$ cat config.mk
export PLATFORM = sky130hd
export DESIGN_NAME = z86_hazard_scoreboard_flat
export DESIGN_NICKNAME = d
export VERILOG_FILES = /design/src/rtl/z86_hazard_scoreboard_if.sv /design/src/rtl/z86_hazard_scoreboard.sv /design/src/flat_wrapper.sv
export SDC_FILE = /design/constraint.sdc
export NUM_CORES = 1
export LEC_CHECK = 0
export ABC_CLOCK_PERIOD_IN_PS = 5300
export BUFFER_PORTS_ARGS = -buffer_cell sky130_fd_sc_hd__buf_2
export CAP_MARGIN = 20
export CELL_PAD_IN_SITES_DETAIL_PLACEMENT = 1
export CELL_PAD_IN_SITES_GLOBAL_PLACEMENT = 1
export CORE_MARGIN = 1.5
export CORE_UTILIZATION = 30
export DETAILED_ROUTE_END_ITERATION = 7
export PLACE_DENSITY_LB_ADDON = 0.15
export SYNTH_ARGS = -nofsm -noshare
export SYNTH_HDL_FRONTEND = slang
export SYNTH_HIERARCHICAL = 1
export SYNTH_SLANG_ARGS = --single-unit
$ cat constraint.sdc
create_clock -name clk -period 5.3 [get_ports clk]
set_input_delay 0.53 -clock clk [delete_from_list [all_inputs] [get_ports clk]]
set_output_delay 0.53 -clock clk [all_outputs]
set_load 0.05 [all_outputs]
$ cat src/rtl/z86_hazard_scoreboard_if.sv
// z86_hazard_scoreboard_if
// Decode/retire handshake bundle for the hazard scoreboard.
//   master : DECODE/WB side   -- drives flush, issue_*, retire_*; sees status
//   slave  : the scoreboard   -- returns issue_ready, busy, underflow_err, stall_cnt
interface z86_hazard_scoreboard_if #(
  parameter int NUM_RES = 15
);
  logic               flush;
  logic               issue_valid;
  logic [NUM_RES-1:0] issue_rd_mask;
  logic [NUM_RES-1:0] issue_wr_mask;
  logic               issue_ready;
  logic               retire_valid;
  logic [NUM_RES-1:0] retire_mask;
  logic [NUM_RES-1:0] busy;
  logic               underflow_err;
  logic [15:0]        stall_cnt;

  modport master (
    output flush, issue_valid, issue_rd_mask, issue_wr_mask, retire_valid, retire_mask,
    input  issue_ready, busy, underflow_err, stall_cnt
  );

  modport slave (
    input  flush, issue_valid, issue_rd_mask, issue_wr_mask, retire_valid, retire_mask,
    output issue_ready, busy, underflow_err, stall_cnt
  );
endinterface

$ cat src/rtl/z86_hazard_scoreboard.sv
// z86_hazard_scoreboard
// Per-resource in-flight writer counters that replace the single-bit
// reg_mask_t scoreboard. DECODE sees a combinational issue_ready; writers are
// retired by WB/EX; flush clears all counters.
//
// Ports:
//   clk, reset_n   core clock, async active-low reset
//   sb (slave)     flush, issue_valid/rd_mask/wr_mask -> issue_ready,
//                  retire_valid/mask, busy (registered cnt!=0),
//                  underflow_err (sticky), stall_cnt (saturating)
//
// Build option: define Z86_SB_BYPASS_EN to let a same-cycle retire of the
// last outstanding writer release a waiting reader (shorter RAW stall, adds a
// retire->issue_ready combinational path).

// One resource's writer counter.
module z86_sb_res_cnt #(
  parameter int MAX_INFLIGHT = 3,
  parameter int CNT_W        = 2
) (
  input  logic clk,
  input  logic reset_n,
  input  logic flush,
  input  logic inc,       // issue fired with this resource in wr_mask
  input  logic ret,       // retire_valid & retire_mask[r]
  output logic busy,      // registered cnt != 0
  output logic busy_eff,  // busy as seen by the RAW check
  output logic sat,       // cnt at MAX_INFLIGHT
  output logic empty      // cnt == 0 (retire here is an underflow)
);
  logic [CNT_W-1:0] cnt, cnt_nxt;
  logic             dec;

  assign empty = (cnt == '0);
  assign sat   = (cnt == CNT_W'(MAX_INFLIGHT));
  assign dec   = ret & ~empty;   // retire on an empty counter is dropped

  always_comb begin
    cnt_nxt = cnt + CNT_W'(inc) - CNT_W'(dec);
    if (flush) cnt_nxt = '0;
  end

  always_ff @(posedge clk or negedge reset_n) begin
    if (!reset_n) begin
      cnt  <= '0;
      busy <= 1'b0;
    end else begin
      cnt  <= cnt_nxt;
      busy <= (cnt_nxt != '0);
    end
  end

`ifdef Z86_SB_BYPASS_EN
  // Last writer retiring this cycle: reader may go now.
  assign busy_eff = busy & ~(ret & (cnt == CNT_W'(1)));
`else
  assign busy_eff = busy;
`endif
endmodule

module z86_hazard_scoreboard #(
  parameter  int NUM_RES      = 15,
  parameter  int MAX_INFLIGHT = 3,
  localparam int CNT_W        = $clog2(MAX_INFLIGHT + 1)
) (
  input logic                  clk,
  input logic                  reset_n,
  z86_hazard_scoreboard_if.slave sb
);
  logic [NUM_RES-1:0] busy_v, busy_eff_v, sat_v, empty_v, inc_v, ret_v;
  logic               raw, sat_hit, ready, fire, stall, underflow_hit;

  // WAW is not a hazard: the counters absorb multiple outstanding writers.
  assign raw     = |(sb.issue_rd_mask & busy_eff_v);
  assign sat_hit = |(sb.issue_wr_mask & sat_v);
  assign ready   = ~raw & ~sat_hit;
  assign fire    = sb.issue_valid & ready & ~sb.flush;
  assign stall   = sb.issue_valid & ~ready & ~sb.flush;

  assign inc_v = {NUM_RES{fire}} & sb.issue_wr_mask;
  assign ret_v = {NUM_RES{sb.retire_valid}} & sb.retire_mask;
  assign underflow_hit = |(ret_v & empty_v);

  for (genvar g = 0; g < NUM_RES; g++) begin : g_res
    z86_sb_res_cnt #(
      .MAX_INFLIGHT (MAX_INFLIGHT),
      .CNT_W        (CNT_W)
    ) u_res (
      .clk      (clk),
      .reset_n  (reset_n),
      .flush    (sb.flush),
      .inc      (inc_v[g]),
      .ret      (ret_v[g]),
      .busy     (busy_v[g]),
      .busy_eff (busy_eff_v[g]),
      .sat      (sat_v[g]),
      .empty    (empty_v[g])
    );
  end

  // Status registers survive flush; only reset clears them.
  always_ff @(posedge clk or negedge reset_n) begin
    if (!reset_n) begin
      sb.underflow_err <= 1'b0;
      sb.stall_cnt     <= '0;
    end else begin
      if (underflow_hit) sb.underflow_err <= 1'b1;
      if (stall && sb.stall_cnt != 16'hFFFF) sb.stall_cnt <= sb.stall_cnt + 16'd1;
    end
  end

  assign sb.issue_ready = ready;
  assign sb.busy        = busy_v;
endmodule

$ cat src/flat_wrapper.sv
// flat-port wrapper written by rule: the top's interface ports become plain ports
module z86_hazard_scoreboard_flat 
#(
  parameter  int NUM_RES      = 15,
  parameter  int MAX_INFLIGHT = 3,
  localparam int CNT_W        = $clog2(MAX_INFLIGHT + 1)
)
  (clk, reset_n, sb_flush, sb_issue_valid, sb_issue_rd_mask, sb_issue_wr_mask, sb_retire_valid, sb_retire_mask, sb_issue_ready, sb_busy, sb_underflow_err, sb_stall_cnt);
  z86_hazard_scoreboard_if #(.NUM_RES(NUM_RES)) sb_i ();
  input logic clk;
  input logic reset_n;
  input wire logic [$bits(sb_i.flush)-1:0] sb_flush;
  input wire logic [$bits(sb_i.issue_valid)-1:0] sb_issue_valid;
  input wire logic [$bits(sb_i.issue_rd_mask)-1:0] sb_issue_rd_mask;
  input wire logic [$bits(sb_i.issue_wr_mask)-1:0] sb_issue_wr_mask;
  input wire logic [$bits(sb_i.retire_valid)-1:0] sb_retire_valid;
  input wire logic [$bits(sb_i.retire_mask)-1:0] sb_retire_mask;
  output wire logic [$bits(sb_i.issue_ready)-1:0] sb_issue_ready;
  output wire logic [$bits(sb_i.busy)-1:0] sb_busy;
  output wire logic [$bits(sb_i.underflow_err)-1:0] sb_underflow_err;
  output wire logic [$bits(sb_i.stall_cnt)-1:0] sb_stall_cnt;
  assign sb_i.flush = sb_flush;
  assign sb_i.issue_valid = sb_issue_valid;
  assign sb_i.issue_rd_mask = sb_issue_rd_mask;
  assign sb_i.issue_wr_mask = sb_issue_wr_mask;
  assign sb_i.retire_valid = sb_retire_valid;
  assign sb_i.retire_mask = sb_retire_mask;
  assign sb_issue_ready = sb_i.issue_ready;
  assign sb_busy = sb_i.busy;
  assign sb_underflow_err = sb_i.underflow_err;
  assign sb_stall_cnt = sb_i.stall_cnt;
  z86_hazard_scoreboard #(.NUM_RES(NUM_RES), .MAX_INFLIGHT(MAX_INFLIGHT)) u_core (.clk(clk), .reset_n(reset_n), .sb(sb_i));
endmodule
# ---- Word-level counts from Yosys, hierarchy flattened
# Cells that the tools add are included.
dict set report word_totals {
  input_bits 50
  output_inout_bits 33
  regBits 62
  elab_cells 172
}
dict set report op_classes {
  n_reduce_logical 34
  mux 15
  addsub 31
  bitwise 44
  n_eq_ne 16
}
# operator count
set ops {}
lappend ops {{$and A15 B15 Y15} 5}
lappend ops {{$reduce_or A15 Y1} 3}
lappend ops {{$add A2 B1 Y2} 15}
lappend ops {{$eq A2 B2 Y1 const B} 15}
lappend ops {{$logic_not A2 Y1} 15}
lappend ops {{$mux W2} 15}
lappend ops {{$reduce_bool A2 Y1} 15}
lappend ops {{$sub A2 B1 Y2} 15}
lappend ops {{$and A1 B1 Y1} 20}
lappend ops {{$not A1 Y1} 19}
lappend ops {{$add A16 B1 Y16 const B} 1}
lappend ops {{$ne A16 B16 Y1 const B} 1}
lappend ops {{$logic_and A1 B1 Y1} 1}

# ---- Longest topological paths before layout
dict set report depth {
  depth_word 12
  depth_mapped 10
}

# ---- Cells and area by module
# Netlist, hierarchy kept.
# mod area_each_um2 cells_per_inst seq_area_each_um2 n_inst
set by_module_without_submodules {}
lappend by_module_without_submodules {z86_sb_res_cnt 171.4 16 75.1 15}
lappend by_module_without_submodules {z86_hazard_scoreboard 1311.3 154 425.4 1}

# ---- Worst setup path before layout
# No wires, ideal clock.
dict set report synth_timing {
  path_kind {register to register}
  start {reg u_core.g_res[6].u_res.busy}
  end {reg u_core.g_res[10].u_res.busy}
  path_stages_with_launch 11
  arrival_ps 2483
  setup_slack_ps 2739
  period_less_slack_ps 2561
  path_cell_list {dfrtp_1 > buf_4 > a22o_1 > a221oi_1 > nand4_1 > nor3_2 > buf_2 > and3_1 > ha_1 > xnor3_1 > a21oi_1}
}
dict set report synth_via {
  elab_chain_len 11
}
# element line_no
set synth_rtl {}
lappend synth_rtl {{start: declaration} z86_hazard_scoreboard.sv:26} ;# output logic busy,
lappend synth_rtl {{start signal: assignment} z86_hazard_scoreboard.sv:49} ;# busy <= (cnt_nxt != '0);
lappend synth_rtl {{$and A15 B15 Y15} z86_hazard_scoreboard.sv:74} ;# assign raw = |(sb.issue_rd_mask & busy_eff_v);
lappend synth_rtl {{$reduce_or A15 Y1} z86_hazard_scoreboard.sv:74}
lappend synth_rtl {{$not A1 Y1} z86_hazard_scoreboard.sv:76} ;# assign ready = ~raw & ~sat_hit;
lappend synth_rtl {{$and A1 B1 Y1} z86_hazard_scoreboard.sv:76}
lappend synth_rtl {{named net sb_issue_ready} flat_wrapper.sv:18} ;# output wire logic [$bits(sb_i.issue_ready)-1:0] sb_issue_ready;
lappend synth_rtl {{$and A1 B1 Y1 (2 in a row)} z86_hazard_scoreboard.sv:77} ;# assign fire = sb.issue_valid & ready & ~sb.flush;
lappend synth_rtl {{$and A15 B15 Y15} z86_hazard_scoreboard.sv:80} ;# assign inc_v = {NUM_RES{fire}} & sb.issue_wr_mask;
lappend synth_rtl {{named net u_core.inc_v[10]} z86_hazard_scoreboard.sv:70} ;# logic [NUM_RES-1:0] busy_v, busy_eff_v, sat_v, empty_v, inc_v, ret_v;
lappend synth_rtl {{$add A2 B1 Y2} z86_hazard_scoreboard.sv:39} ;# cnt_nxt = cnt + CNT_W'(inc) - CNT_W'(dec);
lappend synth_rtl {{$sub A2 B1 Y2} z86_hazard_scoreboard.sv:39}
lappend synth_rtl {{$mux W2} z86_hazard_scoreboard.sv:40} ;# if (flush) cnt_nxt = '0;
lappend synth_rtl {{$reduce_bool A2 Y1} z86_hazard_scoreboard.sv:49}
lappend synth_rtl {{end signal: assignment} z86_hazard_scoreboard.sv:49}
lappend synth_rtl {{end: declaration} z86_hazard_scoreboard.sv:26}
# The timed path passes the listed nets, and every way through them passes these cells.
# A chain may end at the register's enable or synchronous reset.

# ---- Worst setup path in the final report
dict set report layout_timing {
  start {reg u_core.g_res[4].u_res.cnt[1]}
  end {out sb_issue_ready}
}
dict set report layout_via {
  elab_chain_len 5
}
# element line_no
set layout_rtl {}
lappend layout_rtl {{start: declaration} z86_hazard_scoreboard.sv:31} ;# logic [CNT_W-1:0] cnt, cnt_nxt;
lappend layout_rtl {{start signal: assignment} z86_hazard_scoreboard.sv:48} ;# cnt <= cnt_nxt;
lappend layout_rtl {{$eq A2 B2 Y1} z86_hazard_scoreboard.sv:35} ;# assign sat = (cnt == CNT_W'(MAX_INFLIGHT));
lappend layout_rtl {{named net u_core.sat_v[4]} z86_hazard_scoreboard.sv:70}
lappend layout_rtl {{$and A15 B15 Y15} z86_hazard_scoreboard.sv:75} ;# assign sat_hit = |(sb.issue_wr_mask & sat_v);
lappend layout_rtl {{$reduce_or A15 Y1} z86_hazard_scoreboard.sv:75}
lappend layout_rtl {{$not A1 Y1} z86_hazard_scoreboard.sv:76}
lappend layout_rtl {{$and A1 B1 Y1} z86_hazard_scoreboard.sv:76}
lappend layout_rtl {{end: declaration} flat_wrapper.sv:18}
# The timed path passes the listed nets, and every way through them passes these cells.

==> insert_results.sql <==
INSERT INTO impl_metrics (metric_group, metric, value, unit) VALUES
('grt', 'grt_pass1_wl', '16110', 'um'),
('clock_network', 'cts_num_sinks', '62', ''),
('worst_setup_path', 'path_delay_family', 'simple AND/OR/NAND/NOR gates', ''),
('yosys', 'netlist_top_cells_count', 'dfrtp_1 (62), nor2_1 (53), inv_1 (47)', ''),
('power', 'p_sw_share', '45.41', '%'),
('floorplan', 'floorplan.initialDensity', '30.77', '%'),
('layout', 'multi_input_area', '2016', 'sq um'),
('detailed_routing', 'drt-wirelength-per-cell', '15.82', 'um'),
('flow_run', 'max_cap_violations', '0', ''),
('floorplan', 'die_width', '116.8', 'um'),
('sta', 'fraction_of_the_cycle_the_final_worst_path_needs', '60.84', '%'),
('layout', 'design_area', '4681', 'sq um'),
('clock_network', 'clock_latency_of_the_later_clocked_register_in_the_worst_skew_pair', '0.33', 'ns'),
('power', 'p_per_area', '539.8', 'nW/um^2'),
('power', 'pwr-share-comb', '48.3', '%'),
('detailed_routing', 'postRouteAntennaNets', '0', ''),
('yosys', 'yosys.cell_types.count', '35', ''),
('layout', 'post_route_cells_drive_above_1_share', '25.64', '%'),
('yosys', 'synth.mux.area_fraction', '0.5479', '%'),
('yosys', 'synthesis.instances', '394', ''),
('layout', 'diodes', '0', ''),
('worst_setup_path', 'crit_path_max_incr_delay', '0.39', 'ns'),
('yosys', 'postSynth.asyncResetShare', '100.0', '%'),
('layout', 'syn2layout_area_growth', '20.56', '%'),
('yosys', 'largest_family_of_logic_cells_by_synthesized_area', 'simple AND/OR/NAND/NOR gates', ''),
('yosys', 'synth.yosys.seq_area_share', '39.96', '%'),
('yosys', 'yosys.area_share.xor_xnor', '11.86', '%'),
('yosys', 'synth_top_cell_area_share', '39.96', '%'),
('worst_setup_path', 'path_max_fanout', '22', ''),
('clock_network', 'post_cts_resize_count', '0', ''),
('sta', 'hold_violations', '0', ''),
('power', 'vdd.ir_drop.worst', '0.2456', 'mV'),
('yosys', 'yosys.cell_count.top_type', 'dfrtp_1', ''),
('floorplan', 'num_rows', '41', ''),
('sta', 'setup-tns-final', '0', 'ns'),
('detailed_routing', 'first_iter_violations', '83', ''),
('power', 'pwr-share-seq', '28.7', '%'),
('clock_network', 'cts_hold_buf', '0', ''),
('worst_setup_path', 'path_cells', 'and2_2 > a22o_1 > a221oi_1 > nand4_1 > nor3_4 > buf_4 > buf_2', ''),
('yosys', 'synth_simple_gate_area_share', '23.59', '%'),
('placed_design', 'finalWeightedCongestion', '0.7489', ''),
('floorplan', 'die_area', '13630', 'sq um'),
('worst_setup_path', 'timing.critical_path.arrival', '2.69', 'ns'),
('floorplan', 'floorplan.core_area', '12620', 'sq um'),
('sta', 'fin_worst_hold_slack', '0.3876', 'ns'),
('worst_setup_path', 'cp-start-kind', 'flip-flop', ''),
('detailed_routing', 'average_vias_per_placed_instance', '4.556', ''),
('clock_network', 'clock_tree.htree_level_count', '3', ''),
('outcome', 'status', 'finished clean', ''),
('sta', 'slew_violations', '0', ''),
('power', 'internal_power', '0.001379', 'W'),
('clock_network', 'numCtsBuffers', '9', ''),
('layout', 'filler_cell_count', '1494', ''),
('yosys', 'synth_flop_cell', 'dfrtp_1', ''),
('clock_network', 'root_buffer', 'clkbuf_16', ''),
('power', 'power.switching', '0.001148', 'W'),
('clock_network', 'buffers_inserted_during_post_cts_setup_optimization', '0', ''),
('layout', 'seq_area', '1551', 'sq um'),
('yosys', 'number_of_enable_flip_flop_cells_after_synthesis', '0', ''),
('yosys', 'synth_compound_area_share', '5.704', '%'),
('placed_design', 'detailed_place_hpwl', '7602', 'um'),
('detailed_routing', 'drt-total-wl', '10190', 'um'),
('worst_setup_path', 'crit_required', '4.77', 'ns'),
('yosys', 'synthesis.area_per_instance', '9.854', 'sq um'),
('yosys', 'synth_adder_area_share', '9.990', '%'),
('worst_setup_path', 'cp-end-kind', 'output port', ''),
('floorplan', 'pin_count', '83', ''),
('yosys', 'synth_nets', '475', ''),
('power', 'power_leakage', '2.510', 'nW'),
('worst_hold_path', 'timing.hold.worst.class', 'in -> async', ''),
('grt', 'overflow', '0', '');
## routing by layer
metal  track usage (%)  routed length [um]
met5                 0                   0
met4             6.506                 167
met3             2.595                 355
met2             26.28                4752
met1             21.42                4913
## final cells by class
class | count | area share (%)
Clock buffer | 10 | 5.106
Inverter | 47 | 3.769
Multi-Input combinational cell | 263 | 43.06
Tap cell | 172 | 4.598
Clock inverter | 5 | 1.069
Timing Repair Buffer | 85 | 9.249
Sequential cell | 62 | 33.15
## metrics by stage
| step | cells | total power (W) | util, % | setup slack (ns) |
|---|---|---|---|---|
| finish | 644 | 0.002527 | 37.09 | 2.076 |
| detailed placement | 629 | 0.001966 | 34.80 | 2.294 |
| floorplan | 394 | 0.001694 | - | 2.739 |
| global route | 644 | 0.002701 | 37.09 | 1.943 |
| global placement | 629 | 0.001938 | 34.80 | 2.327 |
| CTS | 644 | 0.002566 | 37.09 | 2.059 |
## power by group through the flow
stage               Combinational (W)  Clock, W  Sequential [W]
floorplan                    0.000734         0        0.000961
global placement              0.00121         0        0.000731
detailed placement            0.00123         0        0.000735
CTS                           0.00124  0.000598        0.000728
global route                  0.00134  0.000618        0.000746
finish                        0.00122  0.000582        0.000725
## sequential cells by signal, summed over array words and instances (netlist names)
signal	flops
u_core/g_res.u_res/busy	15
u_core/sb.underflow_err	1
u_core/sb.stall_cnt	16
u_core/g_res.u_res/cnt	30
## logic make-up after synthesis
group                      Yosys count
AOI/OAI and AO/OA                   33
xor gates and xnor gates            29
adders and majority gates           31
buffers and inverters               69
DFF                                 62
muxes                                2
and+or+nand+nor                    168
## final timing paths
kind | from | to | slack (ns) | depth (start not counted)
setup / recovery | u_core/g_res[4].u_res/cnt[1]$_DFF_PN0_ | sb_issue_ready | 2.08 | 7
hold / removal | reset_n | u_core/g_res[12].u_res/cnt[1]$_DFF_PN0_ | 0.39 | 2
setup reg to reg | u_core/g_res[4].u_res/cnt[1]$_DFF_PN0_ | u_core/g_res[8].u_res/busy$_DFF_PN0_ | 2.39 | 10
hold reg to reg | u_core/sb.stall_cnt[4]$_DFFE_PN0P_ | u_core/sb.stall_cnt[4]$_DFFE_PN0P_ | 0.51 | 1
max in group asynchronous | reset_n | u_core/g_res[3].u_res/cnt[1]$_DFF_PN0_ | 4.36 | 2
min in group clk | u_core/sb.stall_cnt[4]$_DFFE_PN0P_ | u_core/sb.stall_cnt[4]$_DFFE_PN0P_ | 0.51 | 1
## cells in the final DEF, fill, tap and decap left out
cell type  netlist  final
nand4b_1         3      3
nor4_4           1      1
and2_2          15     15
nand3_2          1      1
dfrtp_1         62     62
a22o_1           4      4
a21oi_1         15     15
a221o_1          1      1
buf_4           17      3
a21o_1           1      1
and2_1          15     15
nor2_1          53     53
mux2i_1          1      1
xnor3_1         15     15
and3_1          18     18
nor2b_1         16     15
nor3_4           0      1
or4_1            1      1
mux2_1           1      1
nor4_1           1      1
inv_1           47     47
ha_1            31     31
nand4_2          1      1
bufinv_16        0      1
a31oi_1          1      1
nand3_1          7      7
a22oi_1          7      7
a221oi_1         4      4
nor3_2           2      1
xor2_1           9      9
nor2b_2          0      1
clkbuf_8         0      1
clkbuf_16        0      9
nand4_1          8      8
nand2_1         19     19
buf_2            1     82
nand3b_1         1      1
xnor2_1          5      5
clkinv_2         0      4
nor3_1           6      6
Power figures use the tool's default switching activity.
